[config.mk]
export PLATFORM = sky130hd
export DESIGN_NAME = vga_timing_gen_flat
export DESIGN_NICKNAME = d
export VERILOG_FILES = /design/src/rtl/vga_pkg.sv /design/src/rtl/vga_timing_gen_if.sv /design/src/rtl/vga_delay_line.sv /design/src/rtl/vga_timing_gen.sv /design/src/flat_wrapper.sv
export SDC_FILE = /design/constraint.sdc
export NUM_CORES = 1
export LEC_CHECK = 0
export CORE_ASPECT_RATIO = 1.5
export CORE_MARGIN = 1
export CORE_UTILIZATION = 43
export CTS_CLUSTER_DIAMETER = 150
export DETAILED_ROUTE_END_ITERATION = 10
export GPL_ROUTABILITY_DRIVEN = 1
export GPL_TIMING_DRIVEN = 0
export PLACE_DENSITY = 0.7
export SLEW_MARGIN = 20
export SYNTH_ARGS = -nofsm -noshare
export SYNTH_HDL_FRONTEND = slang
export SYNTH_HIERARCHICAL = 1
export SYNTH_SLANG_ARGS = --single-unit
[constraint.sdc]
create_clock -name clk_100mhz -period 1.85 [get_ports clk_100mhz]
set_clock_uncertainty 0.1 [all_clocks]
set_input_delay 0.2775 -clock clk_100mhz [delete_from_list [all_inputs] [get_ports clk_100mhz]]
set_output_delay 0.2775 -clock clk_100mhz [all_outputs]
set_load 0.02 [all_outputs]
[src/rtl/vga_pkg.sv]
`default_nettype none
// ============================================================================
// Module   : vga_pkg
// Purpose  : Shared VGA timing constants, sync payload type and helpers.
// Revision : 1.0 - initial release
// ============================================================================
package vga_pkg;

    // Coordinate width used for every x/y counter and compare
    localparam int COORD_W = 10;

    // Default 640x480@60 Hz timing, 100 MHz system clock
    localparam int c_DEF_CLK_DIV  = 4;
    localparam int c_DEF_H_ACTIVE = 640;
    localparam int c_DEF_H_FP     = 16;
    localparam int c_DEF_H_SYNC   = 96;
    localparam int c_DEF_H_BP     = 48;
    localparam int c_DEF_V_ACTIVE = 480;
    localparam int c_DEF_V_FP     = 10;
    localparam int c_DEF_V_SYNC   = 2;
    localparam int c_DEF_V_BP     = 33;
    localparam int c_DEF_PIPE_LAT = 2;

    // Sync/enable triple carried down the renderer-matching delay line
    typedef struct packed {
        logic hsync;
        logic vsync;
        logic de;
    } vga_sync_t;

    // Blanked value: both syncs inactive (high), data enable off
    localparam vga_sync_t VGA_SYNC_IDLE = '{hsync: 1'b1, vsync: 1'b1, de: 1'b0};

    // Total pixels per line or lines per frame
    function automatic int h_total(input int act, input int fp, input int sync, input int bp);
        return act + fp + sync + bp;
    endfunction

    function automatic int v_total(input int act, input int fp, input int sync, input int bp);
        return act + fp + sync + bp;
    endfunction

    localparam int c_DEF_H_TOTAL = h_total(c_DEF_H_ACTIVE, c_DEF_H_FP, c_DEF_H_SYNC, c_DEF_H_BP);
    localparam int c_DEF_V_TOTAL = v_total(c_DEF_V_ACTIVE, c_DEF_V_FP, c_DEF_V_SYNC, c_DEF_V_BP);

endpackage
`default_nettype wire

[src/rtl/vga_timing_gen_if.sv]
`default_nettype none
// ============================================================================
// Module   : vga_timing_gen_if
// Purpose  : Timing bundle from the VGA timing generator to the renderer.
// Revision : 1.0 - initial release
// ============================================================================
interface vga_timing_gen_if;

    logic                          pix_tick;
    logic [vga_pkg::COORD_W-1:0]   x;
    logic [vga_pkg::COORD_W-1:0]   y;
    logic                          active;
    logic                          frame_start;
    logic                          hsync;
    logic                          vsync;
    logic                          de;

    modport master (
        output pix_tick, x, y, active, frame_start, hsync, vsync, de
    );

    modport slave (
        input  pix_tick, x, y, active, frame_start, hsync, vsync, de
    );

endinterface
`default_nettype wire

[src/rtl/vga_delay_line.sv]
`default_nettype none
// ============================================================================
// Module   : vga_delay_line
// Purpose  : DEPTH-stage, enable-gated delay of the sync/de triple so that
//            sync leaves the block aligned with the renderer's RGB.
// Revision : 1.0 - initial release
// ============================================================================
module vga_delay_line
    import vga_pkg::*;
#(
    parameter int DEPTH = 2
) (
    input  wire logic      clk,
    input  wire logic      rst,
    input  wire logic      i_en,
    input  wire vga_sync_t i_d,
    output vga_sync_t      o_q
);

    generate
        if (DEPTH == 0) begin : g_bypass
            // No latency: raw decode passes straight through
            logic w_unused_bypass;
            assign w_unused_bypass = clk ^ rst ^ i_en;
            assign o_q             = i_d;
        end else begin : g_pipe
            vga_sync_t r_stage [DEPTH];

            // Shift one stage per pixel tick; reset blanks every stage
            always_ff @(posedge clk) begin
                if (rst) begin
                    for (int i = 0; i < DEPTH; i++) begin
                        r_stage[i] <= VGA_SYNC_IDLE;
                    end
                end else if (i_en) begin
                    r_stage[0] <= i_d;
                    for (int i = 1; i < DEPTH; i++) begin
                        r_stage[i] <= r_stage[i-1];
                    end
                end
            end

            assign o_q = r_stage[DEPTH-1];
        end
    endgenerate

endmodule
`default_nettype wire

[src/rtl/vga_timing_gen.sv]
`default_nettype none
// ============================================================================
// Module   : vga_timing_gen
// Purpose  : Pixel-tick divider, x/y scan counters, sync/active decode and
//            latency-matched hsync/vsync/de for the VGA output path.
// Revision : 1.0 - initial release
// ============================================================================
module vga_timing_gen
    import vga_pkg::*;
#(
    parameter int CLK_DIV  = c_DEF_CLK_DIV,
    parameter int H_ACTIVE = c_DEF_H_ACTIVE,
    parameter int H_FP     = c_DEF_H_FP,
    parameter int H_SYNC   = c_DEF_H_SYNC,
    parameter int H_BP     = c_DEF_H_BP,
    parameter int V_ACTIVE = c_DEF_V_ACTIVE,
    parameter int V_FP     = c_DEF_V_FP,
    parameter int V_SYNC   = c_DEF_V_SYNC,
    parameter int V_BP     = c_DEF_V_BP,
    parameter int PIPE_LAT = c_DEF_PIPE_LAT
) (
    input  wire logic           clk_100mhz,
    input  wire logic           rst,
    vga_timing_gen_if.master    o_vga
);

    localparam int c_H_TOTAL = h_total(H_ACTIVE, H_FP, H_SYNC, H_BP);
    localparam int c_V_TOTAL = v_total(V_ACTIVE, V_FP, V_SYNC, V_BP);
    localparam int c_DIV_W   = (CLK_DIV > 1) ? $clog2(CLK_DIV) : 1;

    localparam logic [c_DIV_W-1:0] c_DIV_LAST = c_DIV_W'(CLK_DIV - 1);
    localparam logic [COORD_W-1:0] c_X_LAST   = COORD_W'(c_H_TOTAL - 1);
    localparam logic [COORD_W-1:0] c_Y_LAST   = COORD_W'(c_V_TOTAL - 1);
    localparam logic [COORD_W-1:0] c_H_ACT    = COORD_W'(H_ACTIVE);
    localparam logic [COORD_W-1:0] c_V_ACT    = COORD_W'(V_ACTIVE);
    localparam logic [COORD_W-1:0] c_HS_BEG   = COORD_W'(H_ACTIVE + H_FP);
    localparam logic [COORD_W-1:0] c_HS_END   = COORD_W'(H_ACTIVE + H_FP + H_SYNC);
    localparam logic [COORD_W-1:0] c_VS_BEG   = COORD_W'(V_ACTIVE + V_FP);
    localparam logic [COORD_W-1:0] c_VS_END   = COORD_W'(V_ACTIVE + V_FP + V_SYNC);

    // Refuse to build timings that do not fit the 10-bit counters
    generate
        if (CLK_DIV < 1) begin : g_chk_clk_div
            $error("vga_timing_gen: CLK_DIV must be at least 1");
        end
        if (c_H_TOTAL > 1024) begin : g_chk_h_total
            $error("vga_timing_gen: H_TOTAL exceeds 10-bit range");
        end
        if (c_V_TOTAL > 1024) begin : g_chk_v_total
            $error("vga_timing_gen: V_TOTAL exceeds 10-bit range");
        end
    endgenerate

    logic [c_DIV_W-1:0] r_div;
    logic               r_run;
    logic [COORD_W-1:0] r_x;
    logic [COORD_W-1:0] r_y;
    logic               w_pix_tick;
    logic               w_active;
    logic               w_hs_zone;
    logic               w_vs_zone;
    vga_sync_t          w_raw;
    vga_sync_t          w_dly;

    // Pixel-rate divider; r_run keeps the tick low while reset is applied,
    // which only matters when CLK_DIV = 1 and the divider is always "last"
    always_ff @(posedge clk_100mhz) begin
        if (rst) begin
            r_div <= '0;
            r_run <= 1'b0;
        end else begin
            r_run <= 1'b1;
            r_div <= (r_div == c_DIV_LAST) ? '0 : r_div + 1'b1;
        end
    end

    assign w_pix_tick = r_run && (r_div == c_DIV_LAST);

    // Scan counters advance on the edge that ends a pix_tick cycle
    always_ff @(posedge clk_100mhz) begin
        if (rst) begin
            r_x <= '0;
            r_y <= '0;
        end else if (w_pix_tick) begin
            if (r_x == c_X_LAST) begin
                r_x <= '0;
                r_y <= (r_y == c_Y_LAST) ? '0 : r_y + 1'b1;
            end else begin
                r_x <= r_x + 1'b1;
            end
        end
    end

    // Region decode from the current registered coordinates
    always_comb begin
        w_active  = (r_x < c_H_ACT) && (r_y < c_V_ACT);
        w_hs_zone = (r_x >= c_HS_BEG) && (r_x < c_HS_END);
        w_vs_zone = (r_y >= c_VS_BEG) && (r_y < c_VS_END);
        w_raw     = '{hsync: ~w_hs_zone, vsync: ~w_vs_zone, de: w_active};
    end

    vga_delay_line #(
        .DEPTH (PIPE_LAT)
    ) u_delay (
        .clk   (clk_100mhz),
        .rst   (rst),
        .i_en  (w_pix_tick),
        .i_d   (w_raw),
        .o_q   (w_dly)
    );

    assign o_vga.pix_tick    = w_pix_tick;
    assign o_vga.x           = r_x;
    assign o_vga.y           = r_y;
    assign o_vga.active      = w_active;
    assign o_vga.frame_start = w_pix_tick && (r_x == '0) && (r_y == '0);
    assign o_vga.hsync       = w_dly.hsync;
    assign o_vga.vsync       = w_dly.vsync;
    assign o_vga.de          = w_dly.de;

endmodule
`default_nettype wire

[src/flat_wrapper.sv]
// flat-port wrapper written by rule: the top's interface ports become plain ports
module vga_timing_gen_flat import vga_pkg::*;
#(
    parameter int CLK_DIV  = c_DEF_CLK_DIV,
    parameter int H_ACTIVE = c_DEF_H_ACTIVE,
    parameter int H_FP     = c_DEF_H_FP,
    parameter int H_SYNC   = c_DEF_H_SYNC,
    parameter int H_BP     = c_DEF_H_BP,
    parameter int V_ACTIVE = c_DEF_V_ACTIVE,
    parameter int V_FP     = c_DEF_V_FP,
    parameter int V_SYNC   = c_DEF_V_SYNC,
    parameter int V_BP     = c_DEF_V_BP,
    parameter int PIPE_LAT = c_DEF_PIPE_LAT
)
  (clk_100mhz, rst, o_vga_pix_tick, o_vga_x, o_vga_y, o_vga_active, o_vga_frame_start, o_vga_hsync, o_vga_vsync, o_vga_de);
  vga_timing_gen_if o_vga_i ();
  input  wire logic clk_100mhz;
  input  wire logic rst;
  output wire logic [$bits(o_vga_i.pix_tick)-1:0] o_vga_pix_tick;
  output wire logic [$bits(o_vga_i.x)-1:0] o_vga_x;
  output wire logic [$bits(o_vga_i.y)-1:0] o_vga_y;
  output wire logic [$bits(o_vga_i.active)-1:0] o_vga_active;
  output wire logic [$bits(o_vga_i.frame_start)-1:0] o_vga_frame_start;
  output wire logic [$bits(o_vga_i.hsync)-1:0] o_vga_hsync;
  output wire logic [$bits(o_vga_i.vsync)-1:0] o_vga_vsync;
  output wire logic [$bits(o_vga_i.de)-1:0] o_vga_de;
  assign o_vga_pix_tick = o_vga_i.pix_tick;
  assign o_vga_x = o_vga_i.x;
  assign o_vga_y = o_vga_i.y;
  assign o_vga_active = o_vga_i.active;
  assign o_vga_frame_start = o_vga_i.frame_start;
  assign o_vga_hsync = o_vga_i.hsync;
  assign o_vga_vsync = o_vga_i.vsync;
  assign o_vga_de = o_vga_i.de;
  vga_timing_gen #(.CLK_DIV(CLK_DIV), .H_ACTIVE(H_ACTIVE), .H_FP(H_FP), .H_SYNC(H_SYNC), .H_BP(H_BP), .V_ACTIVE(V_ACTIVE), .V_FP(V_FP), .V_SYNC(V_SYNC), .V_BP(V_BP), .PIPE_LAT(PIPE_LAT)) u_core (.clk_100mhz(clk_100mhz), .rst(rst), .o_vga(o_vga_i));
endmodule
; ---- After elaboration in Yosys (flattened, before gate mapping)
; Memory sizes are Yosys's and may differ from the RTL's.
; Cells that the tools add are included.
[totals]
mem_count = 1
mem_bits_rw = 6
reg_bits = 23
output_inout_bits = 26
[memory_table]
columns = name, words, word_bits, read_ports, rd_clocked_by_memory_dff, wr, line_no
row1 = u_core.u_delay.g_pipe.r_stage, 2, 3, 2, 0, 2, vga_delay_line.sv:27  ; vga_sync_t r_stage [DEPTH];
[op_classes]
mux = 10
eq_ne = 3
addsub = 3
n_lt_le_gt_ge = 6
n_bitwise = 4
reduce_logical = 10
[op_table]
columns = cell, count
row1 = adder 10 x 1 -> 10 bit (second input constant), 2
row2 = == test 10 bit (second input constant), 2
row3 = zero test 10 bit, 2
row4 = less-than comparator 10 bit (second input constant), 2
row5 = less-than comparator 10 x 9 -> 1 bit (second input constant), 2
row6 = 2-to-1 mux 10 bit, 2
row7 = >= comparator 10 bit (second input constant), 1
row8 = >= comparator 10 x 9 -> 1 bit (second input constant), 1
row9 = logical AND 1 bit, 6
row10 = 2-to-1 mux 1 bit, 6
row11 = 2-to-1 mux 3 bit, 2
row12 = adder 2 x 1 -> 2 bit (second input constant), 1
row13 = == test 2 bit (second input constant), 1
row14 = inverter 1 bit, 2
row15 = bitwise OR 1 bit, 2
row16 = AND reduction 2 bit, 1
row17 = OR reduction 2 bit, 1

; ---- Logic depth before layout (Yosys ltp)
; Gate-level depths: netlist of the first run.
[depth]
ltp_word = 6
mapped_depth = 6
mapped_depth_nobuf = 6

; ---- Hierarchy
; The synthesis of the first run kept the hierarchy.
[modules_own_cells]
columns = mod, cells_per_inst, area_per_inst_um2, n_inst
row1 = vga_timing_gen, 142, 1247.4, 1
row2 = vga_delay_line, 16, 264.0, 1

; ---- Worst setup path after synthesis of the first run
; No wires, ideal clock.
[synth_path]
kind = flip-flop to flip-flop
from = reg u_core.r_x[0], in the netlist u_core/o_vga.x[0]
to = reg u_core.r_y[7], in the netlist u_core/o_vga.y[7]
setup_slack_ns = -0.375
setup_time_ns = 0.071
path_stages_with_launch = 7
arrival_time_ns = 2.055
period_less_slack_ns = 2.225
cell_sequence = dfxtp_1 > ha_1 > nand4_4 > or3_4 > buf_6 > or4_1 > a21oi_1
[synth_between]
elab_chain_len = 2
[synth_rtl]
columns = item, line_no
row1 = "start, declared", vga_timing_gen.sv:56  ; logic [COORD_W-1:0] r_x;
row2 = "start signal, assigned", vga_timing_gen.sv:89  ; r_x <= r_x + 1'b1;
row3 = == test 10 bit, vga_timing_gen.sv:85  ; if (r_x == c_X_LAST) begin
row4 = AND reduction 2 bit (no line), -
row5 = "end signal, assigned", vga_timing_gen.sv:87  ; r_y <= (r_y == c_Y_LAST) ? '0 : r_y + 1'b1;
row6 = "end, declared", vga_timing_gen.sv:57  ; logic [COORD_W-1:0] r_y;
; No other way between the ends.
; A chain may end at the register's enable or synchronous reset.

; ---- Worst setup path in the final report of the first run
[layout_path]
from = reg u_core.r_y[0], in the netlist u_core/o_vga.y[0]
to = out o_vga_frame_start
[layout_between]
elab_chain_len = 2
[layout_rtl]
columns = item, line_no
row1 = zero test 10 bit, vga_timing_gen.sv:116  ; assign o_vga.frame_start = w_pix_tick && (r_x == '0) && (r_y == '0);
row2 = logical AND 1 bit, vga_timing_gen.sv:116
row3 = "end, declared", flat_wrapper.sv:23  ; output wire logic [$bits(o_vga_i.frame_start)-1:0] o_vga_frame_start;
; No other way between the ends.

==> flow_summary_export.csv, run 1 <==
group,metric,value,unit
clock_network,cts_max_level,2,
min_path,min_path_cells,1,
floorplanning,die_y,74.6,µm
min_path,min_from,"u_core/r_div[0]$_SDFF_PP0_",
critical_path,path_max_fanout,6,
global_route,antenna_found_initial,0,
power_and_ir_drop,clock_power_share,40.5,%
drt,drcViolationCount,0,
synthesis,async_flop_share,0,%
power_and_ir_drop,power.density,581,nW/µm²
clock_network,cts.path.max_buffers,2,
drt,vias,1412,
floorplanning,die_x,50.4,µm
power_and_ir_drop,p_leak,0.714,nW
placement,pre_cts_ws,-295,ps
floorplanning,core,3380,µm²
drt,dr.pass1.iters,4,
sta,slew_headroom,69.5,%
placement,gp_congestion,0.827,
sta,fin_crit_sh,107,%
critical_path,cp.arrival,1610,ps
finish,nets,215,
drt,ant_nets,0,
critical_path,r2r_start,"u_core/o_vga.x[5]$_SDFFE_PP0P_",
global_route,grt_pass1_wl,5.89,mm
finish,layoutNonFillerInstCount,251,
min_path,hold_class,"flop to flop",
sta,min_period,1980,ps
synthesis,syn_nets,165,
synthesis,ys_ff_latch,29,
critical_path,crit_required,1470,ps
min_path,hold_end,"u_core/r_div[0]$_SDFF_PP0_",
sta,tightest_slew,458,ps
floorplanning,top_level_ports,28,
finish,drive_gt1_share,32.5,%
sta,fmax,504,MHz
clock_network,clk_latency,290,ps
placement,port_buffers,27,
synthesis,yosysWarnings,6,
clock_network,cts.sinks,29,
run,max_cap_violations,0,
power_and_ir_drop,power_frac_seq,53.3,%
status,status,"complete, but fails checks",
drt,finalWirelength,3.86,mm
floorplanning,die_area,3760,µm²
placement,dpl.hpwl,2.48,mm
critical_path,crit_path_start_kind,"flop",
synthesis,synth_cells,158,
power_and_ir_drop,p_sw,0.000306,W
sta,rsz0062_at_grt,"true",
critical_path,r2r_end,"u_core/o_vga.y[7]$_SDFFE_PP0P_",
synthesis,synth_area_per_cell,9.57,µm²
synthesis,synth-edff-count,6,
sta,setup_violations,4,
clock_network,clk_pin_slew,70,ps
synthesis,synth.distinct_cells,39,
global_route,grt_usage,21.7,%
finish,antenna_cells,0,
synthesis,synth_area,1510,µm²
global_route,grt_max_degree,12,
clock_network,tritoncts,"yes",
critical_path,crit_type,"flop to output pin",
power_and_ir_drop,worst_ir_drop_vdd,0.000576,V
critical_path,r2r_slack,-70,ps
power_and_ir_drop,p_sw_share,24.6,%
clock_network,cts_inserted_buffers,5,
critical_path,critPathCaptureType,"output pin",
floorplanning,start_util,44.7,%
critical_path,ff2ff_path_depth,5,
sta,maxSlewViolCount,0,
floorplanning,fp-row-count,26,
finish,area.growth.synth_to_final,41.2,%
sta,hold_violations,0,
status,violations,"negative setup slack",
sta,setup_ws,-134,ps
power_and_ir_drop,pwr-share-comb,6.2,%
synthesis,ys.flop_type,"dfxtp_1",
power_and_ir_drop,intPower,0.000935,W
synthesis,ys_seq_area_share,42.4,%
global_route,grt_remaining_overflow,0,
drt,drt_iter0_markers,102,
drt,wl_per_cell,15.4,µm
clock_network,cts_root_buffer,"clkbuf_8",
placement,dp.cells,227,
drt,vias_per_cell,5.63,
global_route,grt_pass1_vias,1335,
cell type report:
| cell class | instances | area (µm²) |
|---|---|---|
| plain buffers | 5 | 37.5 |
| clock buffers | 5 | 68.8 |
| clock inverters | 3 | 12.5 |
| fillers | 300 | 1250 |
| inverters | 7 | 26.3 |
| multi-input cells | 116 | 858 |
| flip-flops and latches | 29 | 687 |
| well taps | 42 | 52.6 |
| repair buffers | 44 | 392 |
metrics by stage:
step / util, % / total power [W] / setup TNS, ps / cell area [µm²] / hold WS [ps]
finish: 63.1 / 0.00124 / -286 / 2130 / 333
global route: 63.1 / 0.00129 / -685 / 2130 / 345
CTS: 61.1 / 0.00125 / -237 / 2070 / 337
detailed placement: 55.7 / 0.000749 / -2120 / 1890 / 389
global placement: 55.7 / 0.000745 / -1590 / 1890 / 376
floorplan: - / 0.000722 / -9.69 / 1560 / 357
how the worst max path moves through the flow:
stage	to	slack [ps]	depth (start not counted)	start
after detailed placement	o_vga_frame_start	-290	4	u_core/o_vga.y[4]$_SDFFE_PP0P_
final	o_vga_frame_start	-130	6	u_core/o_vga.y[0]$_SDFFE_PP0P_
after global routing	o_vga_frame_start	-220	6	u_core/o_vga.x[0]$_SDFFE_PP0P_
after CTS	u_core/o_vga.y[7]$_SDFFE_PP0P_	-80	6	u_core/o_vga.x[1]$_SDFFE_PP0P_
after global placement	o_vga_frame_start	-280	4	u_core/o_vga.y[4]$_SDFFE_PP0P_
after floorplan	u_core/o_vga.y[9]$_SDFFE_PP0P_	-5	4	u_core/o_vga.x[5]$_SDFFE_PP0P_
cells by family after synthesis:
group                      share of synthesized area [%]
DFF                                                 42.4
buffers and inverters                               6.37
adders and majority gates                           4.14
AOI/OAI and AO/OA                                   7.20
and+or+nand+nor                                     34.1
xor gates and xnor gates                            5.80
metal layers:
| metal | global-route usage, % | part of all wire (%) | vias up |
|---|---|---|---|
| li1 | - | - | 679 |
| met1 | 22.2 | 39 | 684 |
| met2 | 38.2 | 54 | 43 |
| met3 | 5.66 | 4.5 | 6 |
| met4 | 15.1 | 2.7 | 0 |
| met5 | 0 | 0 | - |
repair_timing:
action	4_1_cts	5_1_grt
endpoints found under the setup margin	12	13
resized for setup	20	11
hold buffers	0	0
cloned	0	0
pin swaps	7	5
buffers inserted	13	4
power groups by stage:
stage / combinational [W] / sequential (W) / clock (W)
after floorplan: 0.0000394 / 0.000682 / 0
after global placement: 0.0000643 / 0.000680 / 0
after detailed placement: 0.0000674 / 0.000682 / 0
after CTS: 0.0000736 / 0.000666 / 0.000509
after global routing: 0.0000836 / 0.000662 / 0.000546
final: 0.0000772 / 0.000661 / 0.000503
layout by cell type, fill, tap and decap left out, types with 4 or more instances in the layout:
| cell | n |
|---|---|
| a21oi_1 | 8 |
| clkbuf_8 | 5 |
| dfxtp_4 | 9 |
| edfxtp_1 | 6 |
| dfxtp_2 | 10 |
| nand4_1 | 4 |
| xnor2_1 | 7 |
| nand3_1 | 11 |
| dfxtp_1 | 4 |
| or4_1 | 5 |
| or3b_1 | 4 |
| buf_4 | 20 |
| inv_1 | 6 |
| o31ai_1 | 5 |
| or3_1 | 4 |
| nand2_1 | 13 |
| clkdlybuf4s50_1 | 24 |
| nor2_1 | 12 |
sequential cells by signal (all words and copies together), names as in the netlist:
name,flops
u_core/o_vga.x,10
u_core/o_vga.y,10
u_core/r_div,2
u_core/r_run,1
u_core/u_delay/g_pipe.r_stage,6
cell usage after synthesis (2+ instances only):
| cell | n | area (µm²) |
|---|---|---|
| ha_1 | 5 | 62.6 |
| nand3_1 | 12 | 60.1 |
| or2_1 | 2 | 12.5 |
| nand2_1 | 14 | 52.6 |
| edfxtp_1 | 6 | 180 |
| xor2_1 | 3 | 26.3 |
| nor2_1 | 12 | 45.0 |
| inv_1 | 7 | 26.3 |
| and3b_2 | 2 | 20.0 |
| nor3_1 | 3 | 15.0 |
| or4_1 | 6 | 45.0 |
| o21ai_0 | 3 | 15.0 |
| buf_4 | 3 | 22.5 |
| xnor2_1 | 7 | 61.3 |
| nand4_1 | 4 | 25.0 |
| o31ai_1 | 5 | 37.5 |
| a21oi_1 | 9 | 45.0 |
| dfxtp_1 | 23 | 460 |
| or3b_1 | 4 | 35.0 |
| nor4_1 | 5 | 31.3 |
| nor3b_1 | 2 | 15.0 |
| or3_1 | 4 | 25.0 |
worst max-delay path, cell delays in order (launching register included):
cell	delay, ps
dfxtp_1	360
inv_1	110
ha_1	160
nor2b_2	180
nand4_1	110
nor4_2	180
buf_2	210
(Power assumes the default switching activity.)
==> inputs of run 2 (changes only) <==
Settings changed: CTS_CLUSTER_DIAMETER 150 to 60.
==> results of run 2 <==
Same layout as run 1: the final DEF is identical, and so are final timing and power.
